## src/rtl/ifetch_pkg.sv

```systemverilog
`default_nettype none
// ============================================================================
// Module      : ifetch_pkg
// Description : Shared types and constants for the instruction fetch unit.
// Revision    : 1.0 - initial release
// ============================================================================
package ifetch_pkg;

    // Fetch sequencer states, 2-bit encoding
    typedef enum logic [1:0] {
        IDLE = 2'd0,
        RUN  = 2'd1,
        HALT = 2'd2
    } ifetch_state_t;

    localparam int IFETCH_ADDR_W = 6;
    localparam int IFETCH_INST_W = 16;

    // Instruction word that stops fetching when halt-on-zero is built in
    localparam logic [IFETCH_INST_W-1:0] HALT_WORD = 16'h0000;

endpackage : ifetch_pkg
`default_nettype wire

```

## src/rtl/instr_fetch_unit_pc_reg.sv

```systemverilog
`default_nettype none
// ============================================================================
// Module      : pc_reg
// Description : Program counter with load / increment / hold. The increment
//               wraps modulo 2^ADDR_W.
// Revision    : 1.0 - initial release
// ============================================================================
module pc_reg #(
    parameter int                ADDR_W   = 6,
    parameter logic [ADDR_W-1:0] RESET_PC = '0
) (
    input  logic              clk,
    input  logic              rst,
    input  logic              i_load,
    input  logic [ADDR_W-1:0] i_load_val,
    input  logic              i_inc,
    output logic [ADDR_W-1:0] o_pc
);

    localparam logic [ADDR_W-1:0] c_one = {{(ADDR_W-1){1'b0}}, 1'b1};

    logic [ADDR_W-1:0] r_pc;

    // Load has priority over increment; neither means hold
    always_ff @(posedge clk or posedge rst) begin
        if (rst) begin
            r_pc <= RESET_PC;
        end else if (i_load) begin
            r_pc <= i_load_val;
        end else if (i_inc) begin
            r_pc <= r_pc + c_one;
        end
    end

    assign o_pc = r_pc;

endmodule : pc_reg
`default_nettype wire

```

## src/rtl/instr_fetch_unit.sv

```systemverilog
`default_nettype none
// ============================================================================
// Module      : instr_fetch_unit
// Description : Fetch front end: owns the PC, addresses the combinational
//               instruction ROM and registers the returned word for decode.
//               Optional macro IFETCH_HALT_ON_ZERO_EN makes a fetched 16'h0000
//               park the unit in HALT instead of issuing it.
// Revision    : 1.0 - initial release
// ============================================================================
module instr_fetch_unit
    import ifetch_pkg::*;
#(
    parameter int                ADDR_W   = IFETCH_ADDR_W,
    parameter int                INST_W   = IFETCH_INST_W,
    parameter logic [ADDR_W-1:0] RESET_PC = '0
) (
    input  logic              clk,
    input  logic              rst,
    input  logic              start,
    input  logic              stall,
    input  logic              redirect,
    input  logic [ADDR_W-1:0] redirect_pc,
    output logic [ADDR_W-1:0] address,
    input  logic [INST_W-1:0] mem_data,
    output logic [INST_W-1:0] inst,
    output logic [ADDR_W-1:0] inst_pc,
    output logic              inst_valid,
    output logic              halted
);

    ifetch_state_t     r_state;
    ifetch_state_t     w_next_state;
    logic [INST_W-1:0] r_inst;
    logic [ADDR_W-1:0] r_inst_pc;
    logic              r_inst_valid;
    logic [ADDR_W-1:0] w_pc;
    logic              w_pc_load;
    logic [ADDR_W-1:0] w_pc_load_val;
    logic              w_pc_inc;
    logic              w_issue;
    logic              w_flush;
    logic              w_drop_valid;
    logic              w_is_halt_word;

`ifdef IFETCH_HALT_ON_ZERO_EN
    assign w_is_halt_word = (mem_data == INST_W'(HALT_WORD));
    assign halted         = (r_state == HALT);
`else
    assign w_is_halt_word = 1'b0;
    assign halted         = 1'b0;
`endif

    // State register
    always_ff @(posedge clk or posedge rst) begin
        if (rst) begin
            r_state <= IDLE;
        end else begin
            r_state <= w_next_state;
        end
    end

    // Next-state and PC / instruction-register control
    always_comb begin
        w_next_state  = r_state;
        w_pc_load     = 1'b0;
        w_pc_load_val = RESET_PC;
        w_pc_inc      = 1'b0;
        w_issue       = 1'b0;
        w_flush       = 1'b0;
        w_drop_valid  = 1'b0;
        case (r_state)
            IDLE: begin
                if (start) begin
                    w_next_state = RUN;
                    w_pc_load    = 1'b1;
                end
            end
            RUN: begin
                // Redirect beats stall; a redirect leaves one flush bubble
                if (redirect) begin
                    w_pc_load     = 1'b1;
                    w_pc_load_val = redirect_pc;
                    w_flush       = 1'b1;
                end else if (stall) begin
                    w_pc_load     = 1'b0;
                end else if (w_is_halt_word) begin
                    w_next_state  = HALT;
                    w_drop_valid  = 1'b1;
                end else begin
                    w_issue       = 1'b1;
                    w_pc_inc      = 1'b1;
                end
            end
            HALT: begin
                if (start) begin
                    w_next_state = RUN;
                    w_pc_load    = 1'b1;
                end
            end
            default: begin
                w_next_state = IDLE;
            end
        endcase
    end

    // Instruction register, its fetch address and valid flag
    always_ff @(posedge clk or posedge rst) begin
        if (rst) begin
            r_inst       <= '0;
            r_inst_pc    <= '0;
            r_inst_valid <= 1'b0;
        end else if (w_flush) begin
            r_inst       <= '0;
            r_inst_valid <= 1'b0;
        end else if (w_issue) begin
            r_inst       <= mem_data;
            r_inst_pc    <= w_pc;
            r_inst_valid <= 1'b1;
        end else if (w_drop_valid) begin
            r_inst_valid <= 1'b0;
        end
    end

    pc_reg #(
        .ADDR_W   (ADDR_W),
        .RESET_PC (RESET_PC)
    ) u_pc_reg (
        .clk        (clk),
        .rst        (rst),
        .i_load     (w_pc_load),
        .i_load_val (w_pc_load_val),
        .i_inc      (w_pc_inc),
        .o_pc       (w_pc)
    );

    assign address    = w_pc;
    assign inst       = r_inst;
    assign inst_pc    = r_inst_pc;
    assign inst_valid = r_inst_valid;

endmodule : instr_fetch_unit
`default_nettype wire

```

## config.mk

```make
export PLATFORM = sky130hd
export DESIGN_NAME = instr_fetch_unit
export DESIGN_NICKNAME = d
export VERILOG_FILES = /design/src/rtl/ifetch_pkg.sv /design/src/rtl/instr_fetch_unit_pc_reg.sv /design/src/rtl/instr_fetch_unit.sv
export SDC_FILE = /design/constraint.sdc
export NUM_CORES = 1
export LEC_CHECK = 0
export ABC_AREA = 1
export CELL_PAD_IN_SITES_DETAIL_PLACEMENT = 1
export CELL_PAD_IN_SITES_GLOBAL_PLACEMENT = 2
export CORE_MARGIN = 5
export CORE_UTILIZATION = 24
export CTS_CLUSTER_DIAMETER = 60
export DETAILED_ROUTE_END_ITERATION = 16
export GPL_TIMING_DRIVEN = 0
export PLACE_DENSITY = 0.89
export SLEW_MARGIN = 10
export SYNTH_ARGS = -nofsm -noshare
export SYNTH_HDL_FRONTEND = slang
export SYNTH_SLANG_ARGS = --single-unit
```

## constraint.sdc

```tcl
create_clock -name clk -period 2.6 [get_ports clk]
set_input_delay 0.52 -clock clk [delete_from_list [all_inputs] [get_ports clk]]
set_output_delay 0.52 -clock clk [all_outputs]
set_load 0.01 [all_outputs]
```

## Word-level counts from Yosys, hierarchy flattened

Index checks and enable logic that the tools add are counted.

| storage, ports and cells | value |
|---|---|
| flip-flop bits (word level) | 31 |
| latch bits | 0 |
| RAM bits | 0 |
| memory bits (read-only) | 0 |
| input port bits | 27 |
| output and inout bits | 30 |
| logic and storage cells | 34 |
| memories | 0 |

| cells by class | value |
|---|---|
| $add $sub $neg | 1 |
| multipliers | 0 |
| div/mod/pow operators | 0 |
| magnitude comparators | 0 |
| eq/ne operators | 3 |
| shifts and indexed selects | 0 |
| mux-type cells | 17 |
| bitwise operators | 2 |
| reductions and logical operators | 6 |

Operators with widths:

| operator | number |
|---|---|
| $mux W16 | 2 |
| $mux W6 | 4 |
| $mux W1 | 8 |
| $add A6 B1 Y6 const B | 1 |
| $pmux W2 S2 | 1 |
| $reduce_and A2 Y1 | 2 |
| $reduce_bool A2 Y1 | 2 |
| $eq A2 B1 Y1 const B | 1 |
| $eq A2 B2 Y1 const B | 1 |
| $logic_not A2 Y1 | 1 |
| $mux W2 | 1 |
| $ne A2 B1 Y1 const B | 1 |
| $not A1 Y1 | 2 |
| $pmux W1 S2 | 1 |
| $reduce_or A2 Y1 | 1 |

## Logic depth before layout (Yosys ltp)

Gate-level depths: netlist of run 1.

| logic depth | value |
|---|---|
| word-level depth | 5 |
| depth in mapped cells | 8 |
| mapped depth without buffers | 8 |

## By module

From an unflattened synthesis of run 1, not the netlist that was laid out.

| second synthesis, totals | value |
|---|---|
| cell total of the unflattened synthesis | 171 |
| area, all modules | 1,508.9 sq um |

By module, submodules not included:

| module | instances | cells an instance | area an instance (sq um) | seq. area each (sq um) |
|---|---|---|---|---|
| instr_fetch_unit | 1 | 124 | 1,129.8 | 600.6 |
| pc_reg | 1 | 47 | 379.1 | 150.1 |

## Worst setup path after synthesis of run 1

No wires, ideal clock.

| timing path | value |
|---|---|
| path type | input-to-reg |
| start | input port redirect |
| end | register u_pc_reg.r_pc[5] (netlist: u_pc_reg.o_pc[5]) |
| setup time | 0.077 ns |
| arrival time | 1.101 ns |
| data required time | 2.523 ns |
| setup slack | 1.422 ns |
| stages | 7 |
| path buffers | 0 |
| cell sequence | nor2_1 nand2_1 inv_4 nor2_4 inv_2 nor2_1 a21oi_1 |

| between the ends | value |
|---|---|
| word-level cells in the longest chain between the ends | 3 |
| elaborated cells between the ends (all ways) | 8 |
| those cells by class | 7 x mux; 1 x reduce/logical |

RTL lines:

| what | line | text |
|---|---|---|
| start: declaration | instr_fetch_unit.sv:21 | `input logic redirect,` |
| $mux W1 / $mux W6 (equally long branches) | -- |  |
| $pmux W1 S2 (tied with other cells) | instr_fetch_unit.sv:71 | `case (r_state)` |
| $mux W6 / $reduce_bool A2 Y1 (equally long branches) | -- |  |
| end signal: assignment | instr_fetch_unit_pc_reg.sv:29 | `r_pc <= i_load_val;` |
| end signal: assignment | instr_fetch_unit_pc_reg.sv:31 | `r_pc <= r_pc + c_one;` |
| end: declaration | instr_fetch_unit_pc_reg.sv:22 | `logic [ADDR_W-1:0] r_pc;` |

Parallel ways exist; a longest one is shown, timed or not.
A chain may end at the register's enable or synchronous reset.

## Final worst setup path of run 1

| timing path | value |
|---|---|
| start | register u_pc_reg.r_pc[0] (netlist: u_pc_reg.o_pc[0]) |
| end | output port address[0] |

RTL lines:

| what | line | text |
|---|---|---|
| end: declaration | instr_fetch_unit.sv:23 | `output logic [ADDR_W-1:0] address,` |

No word-level cell between the ends.

==> flow_metrics.py, run 1 <==
metrics = {
    "status": {
        "status": "complete, no violations",
    },
    "worst_setup_path": {
        "crit_slowest_cell": "clkdlybuf4s50_1",
        "r2r_cells": 5,
        "critPathKind": "reg -> out",
        "crit_required_ns": 2.08,
        "reg2reg_slack_ns": 1.36,
        "crit_chain": "clkdlybuf4s50_1",
        "critPathMaxStageDelay_ns": 0.59,
        "rr_startpoint": "u_pc_reg.o_pc[0]",
        "worstSetupStartpoint": "u_pc_reg.o_pc[0]",
        "crit_fanout": 7,
        "critPathTopFamily": "buffers and inverters",
        "start_kind": "register",
        "worstPathArrival_ns": 1.34,
        "r2r-end": "u_pc_reg.o_pc[4]",
        "critPathCaptureType": "output port",
        "worst-path-buf-inv": 1,
    },
    "drt": {
        "wl_per_cell_um": 12.8,
        "ant_nets": 0,
        "drtIter0Drc": 33,
        "wl_mm": 3.79,
        "drt_pass1_iterations": 3,
        "drc": 0,
        "viasPerCell": 4.25,
        "vias": 1258,
    },
    "worst_hold_path": {
        "hold_end": "inst_pc[0]",
        "hp-start": "inst_pc[0]",
        "hold_class": "reg -> reg",
        "hold_depth": 2,
    },
    "pwr": {
        "finalPower_mw": 1.41,
        "total_leakage_power_nw": 1.03,
        "ir_drop_v": 0.000229,
        "power_density_nw_per_um2": 664,
    },
    "yosys": {
        "ys.flop_type": "dfrtp_1",
        "synth_edf_count": 0,
        "synth_area_um2": 1340,
        "netlist_instances": 161,
        "ys_types": 20,
        "yosys.area.top_type_share": 0.561,
        "synth_area_leaders": "dfrtp_1 (56%), nand2_1 (17%), nand3_1 (7.9%)",
        "synth_seq_cells": 30,
        "yosysWarnings": 0,
        "async_flop_share": 1.00,
        "synth_common_cells": "nand2_1 (62), dfrtp_1 (30), nand3_1 (21)",
        "yosysTopAreaCell": "dfrtp_1",
        "synth.net_count": 189,
        "synth_most_common_cell": "nand2_1",
        "synth_seq_area_share": 0.561,
        "avgSynthCellArea_um2": 8.32,
    },
    "sta": {
        "fin_crit_sh": 0.715,
        "worst_clock_skew_ns": 0.00336,
        "setup_ws_ns": 0.741,
        "fin_crit_ns": 1.86,
        "rsz0062_at_grt": "false",
        "worstMarginPinSlew_ns": 0.642,
        "relSlewSlack": 0.572,
        "hold_viol": 0,
        "drv_slew": 0,
        "whs_ns": 0.482,
        "setup_violations": 0,
        "setup_tns_ns": 0,
        "max_freq_ghz": 0.538,
    },
    "cts": {
        "clk_pin_slew_worst_paths_ns": 0.07,
        "cts_setup_buffers": 0,
        "post_cts_resized": 0,
        "htree_levels": 2,
        "clock_latency_ns": 0.28,
        "holdBufCountCts": 0,
        "clkSinkCount": 30,
        "cts_tree": "built",
        "numCtsBuffers": 5,
        "clock-root-buffer": "clkbuf_8",
        "clockBufferDepth": 2,
    },
    "place": {
        "dpl-instance-area_um2": 1980,
        "place_ws_ns": 0.588,
        "dp_hpwl_mm": 2.88,
        "port_buffers": 55,
        "dp.cells": 288,
        "place.gp.congestion": 0.761,
    },
    "global_route": {
        "grt_overflow": 0,
        "grtUsageTotal": 0.114,
        "grt_max_degree": 31,
        "antenna_found_initial": 0,
        "grt_pass1_vias": 1352,
        "grt_pass1_wl_mm": 6.40,
    },
    "die": {
        "rows": 27,
        "die_y_um": 84.7,
        "initial_core_util": 0.245,
        "core-area_um2": 5470,
        "dieArea_um2": 7170,
        "ios": 57,
        "fp.dieW_um": 84.7,
    },
    "finish": {
        "final_cells": 296,
        "fin_area_um2": 2120,
        "syn_to_final_growth_pct": 58.5,
        "drive_gt1_frac": 0.0938,
        "num_antenna_cells": 0,
        "layout.nets": 251,
        "final_core_util": 0.388,
    },
    "run": {
        "maxCapViolCount": 0,
    },
}
[layer usage]
layer / global-route usage / up-vias / wire [um] / share of wire
met3: 0.0402 / 6 / 237 / 0.063
met4: 0.0388 / 0 / 51 / 0.013
met2: 0.193 / 39 / 1810 / 0.48
met5: 0 / - / 0 / 0
li1: - / 624 / - / -
met1: 0.134 / 589 / 1690 / 0.45
[logic make-up after synthesis]
group,Yosys count,synth area share
XOR/XNOR,2,0.0131
adder cells (fa/ha/maj),1,0.00934
AO/OA/AOI/OAI,13,0.0542
other,1,0.00280
flip-flops,30,0.561
buffers and inverters,21,0.0720
AND/OR/NAND/NOR,93,0.288
[worst max-delay path by stage]
stage / end / slack (ns) / cells past startpoint
after CTS: address[0] / 0.72 / 1
after detailed placement: inst_pc[2] / 0.59 / 2
after floorplan: u_pc_reg.o_pc[5] / 1.42 / 7
after global routing: address[0] / 0.66 / 1
final: address[0] / 0.74 / 1
after global placement: inst_pc[2] / 0.62 / 2
[cell type report]
cell class	instances	area [um^2]
fillers	656	3350
flip-flops and latches	30	751
repair buffers	55	551
multi-input cells	110	492
well taps	72	90.1
clock buffers	6	82.6
clock inverters	2	60.1
inverters	15	58.8
plain buffers	6	37.5
[state kept, by name, indices dropped and copies added (netlist names)]
signal / flops
inst: 16
r_state: 1
inst_valid: 1
inst_pc: 6
u_pc_reg.o_pc: 6
[report_power, final]
part	internal (mW)	switching (mW)
registers	0.512	0.0384
clock network	0.409	0.178
logic	0.150	0.122
total	1.07	0.338
[placed cells by master (no fill, tap or decap)]
master,instances
inv_4,1
ha_1,1
buf_4,3
nor2_1,8
bufinv_16,2
nand2_2,1
buf_2,3
nor2_4,1
dfrtp_1,30
clkdlybuf4s50_1,55
nand3_1,21
clkbuf_8,6
xor2_1,1
o21bai_1,1
o211ai_1,2
inv_2,4
conb_1,1
o21ai_0,5
a21oi_1,3
nand2_1,62
xnor2_1,1
o21ai_1,2
inv_1,10
(Power assumes the default switching activity.)
==> inputs of run 2 (changes only) <==
--- a/config.mk
+++ b/config.mk
@@ -9,11 +9,11 @@
 export CELL_PAD_IN_SITES_DETAIL_PLACEMENT = 1
 export CELL_PAD_IN_SITES_GLOBAL_PLACEMENT = 2
 export CORE_MARGIN = 5
-export CORE_UTILIZATION = 24
+export CORE_UTILIZATION = 23
 export CTS_CLUSTER_DIAMETER = 60
 export DETAILED_ROUTE_END_ITERATION = 16
 export GPL_TIMING_DRIVEN = 0
-export PLACE_DENSITY = 0.89
+export PLACE_DENSITY = 0.86
 export SLEW_MARGIN = 10
 export SYNTH_ARGS = -nofsm -noshare
 export SYNTH_HDL_FRONTEND = slang
==> constraint.sdc (replaced) <==
create_clock -name clk -period 1.8 [get_ports clk]
set_input_delay 0.36 -clock clk [delete_from_list [all_inputs] [get_ports clk]]
set_output_delay 0.36 -clock clk [all_outputs]
set_load 0.01 [all_outputs]
==> flow_metrics.py, run 2 (same netlist as run 1, synthesis figures left out) <==
metrics = {
    "status": {
        "status": "complete, no violations",
    },
    "sta": {
        "max_freq_ghz": 0.591,
        "rsz0062_at_grt": "false",
        "worstMarginPinSlew_ns": 0.651,
        "fin_crit_ns": 1.69,
        "relSlewSlack": 0.566,
        "setup_violations": 0,
        "fin_crit_sh": 0.940,
        "drv_slew": 0,
        "worst_clock_skew_ns": 0.00735,
        "hold_viol": 0,
        "setup_tns_ns": 0,
    },
    "worst_setup_path": {
        "r2r-end": "u_pc_reg.o_pc[4]",
        "crit_chain": "clkdlybuf4s50_1",
        "r2r_cells": 5,
        "start_kind": "register",
        "reg2reg_slack_ns": 0.55,
        "worstSetupStartpoint": "u_pc_reg.o_pc[0]",
        "crit_required_ns": 1.44,
        "crit_fanout": 7,
        "rr_startpoint": "u_pc_reg.o_pc[0]",
        "worst-path-buf-inv": 1,
        "worstPathArrival_ns": 1.33,
        "critPathMaxStageDelay_ns": 0.58,
        "crit_slowest_cell": "clkdlybuf4s50_1",
        "critPathKind": "reg -> out",
        "critPathTopFamily": "buffers and inverters",
        "critPathCaptureType": "output port",
    },
    "cts": {
        "cts_setup_buffers": 0,
        "clk_pin_slew_worst_paths_ns": 0.07,
        "clock-root-buffer": "clkbuf_8",
        "clockBufferDepth": 2,
        "holdBufCountCts": 0,
        "clock_latency_ns": 0.28,
        "post_cts_resized": 0,
        "clkSinkCount": 30,
        "cts_tree": "built",
        "numCtsBuffers": 5,
        "htree_levels": 2,
    },
    "die": {
        "ios": 57,
        "die_y_um": 86.3,
        "fp.dieW_um": 86.3,
        "initial_core_util": 0.240,
        "rows": 27,
        "dieArea_um2": 7450,
        "core-area_um2": 5570,
    },
    "finish": {
        "num_antenna_cells": 0,
        "final_cells": 296,
        "drive_gt1_frac": 0.0938,
        "syn_to_final_growth_pct": 58.5,
        "layout.nets": 251,
        "layout_commonest_cell": "nand2_1",
        "largest_register_ffs": 16,
        "mostFrequentLayoutCells": "nand2_1 (62), clkdlybuf4s50_1 (55), dfrtp_1 (30), nand3_1 (21), inv_1 (10)",
    },
    "place": {
        "place.gp.congestion": 0.763,
        "dp.cells": 288,
        "dp_hpwl_mm": 2.89,
        "port_buffers": 55,
    },
    "pwr": {
        "p_int_mw": 1.55,
        "ir_drop_v": 0.000376,
        "pwr-share-clk": 0.417,
        "total_leakage_power_nw": 1.03,
        "seq_power_share": 0.390,
        "p_sw_mw": 0.491,
        "power_density_nw_per_um2": 960,
        "switching_share": 0.241,
        "p_comb_frac": 0.193,
    },
    "drt": {
        "viasPerCell": 4.17,
        "drt_pass1_iterations": 2,
        "drc": 0,
        "drtIter0Drc": 16,
        "vias": 1233,
        "wl_per_cell_um": 12.8,
        "wl_mm": 3.79,
        "ant_nets": 0,
    },
    "worst_hold_path": {
        "hp-start": "inst_pc[0]",
        "hold_depth": 2,
        "hold_end": "inst_pc[0]",
        "hold_class": "reg -> reg",
    },
    "global_route": {
        "grt_pass1_vias": 1339,
        "grt_overflow": 0,
        "antenna_found_initial": 0,
        "grtUsageTotal": 0.109,
        "grt_pass1_wl_mm": 6.41,
        "grt_max_degree": 31,
    },
    "run": {
        "maxCapViolCount": 0,
    },
}
[run 2: worst max path at each step]
stage | end | slack (ns) | cells past startpoint
2_1_floorplan | u_pc_reg.o_pc[4] | 0.65 | 5
3_3_place_gp | inst_pc[2] | -0.01 | 2
3_5_place_dp | inst_pc[2] | -0.03 | 2
4_1_cts | address[0] | 0.10 | 1
5_1_grt | address[0] | 0.05 | 1
6_report | address[0] | 0.11 | 1
[run 2: layout make-up]
cell class	instances	area [um^2]
Buffer	6	37.5
Clock buffer	6	82.6
Clock inverter	2	60.1
Fill cell	679	3450
Inverter	15	58.8
Multi-Input combinational cell	110	492
Sequential cell	30	751
Tap cell	72	90.1
Timing Repair Buffer	55	551
[run 2: per-stage QoR]
stage	instance area [um^2]	hold slack (ns)	setup slack, ns	power [mW]	util
CTS	2120	0.488	0.104	2.07	0.381
finish	2120	0.484	0.108	2.04	0.381
global placement	1980	0.466	-0.0104	1.20	0.355
floorplan	1340	0.451	0.649	0.966	-
global route	2120	0.528	0.0541	2.14	0.381
detailed placement	1980	0.469	-0.0332	1.21	0.355
[run 2: metal layers]
| metal | vias to the layer above | share of wire | track usage | routed length [um] |
|---|---|---|---|---|
| met4 | 0 | 0.013 | 0.0340 | 48 |
| met1 | 550 | 0.47 | 0.135 | 1780 |
| met5 | - | 0 | 0 | 0 |
| met3 | 8 | 0.089 | 0.0437 | 339 |
| met2 | 42 | 0.43 | 0.176 | 1630 |
| li1 | 633 | - | - | - |
[run 2: power by group through the flow]
stage / sequential, mW / clock, mW / combinational, mW
CTS: 0.797 / 0.874 / 0.404
global placement: 0.807 / 0 / 0.398
finish: 0.795 / 0.849 / 0.394
floorplan: 0.829 / 0 / 0.137
global route: 0.806 / 0.895 / 0.440
detailed placement: 0.808 / 0 / 0.402
[run 2: worst min-delay path: stages, from the launching register on]
cell and delay [ns]:
dfrtp_1 0.35, nand2_1 0.05, nand2_1 0.05
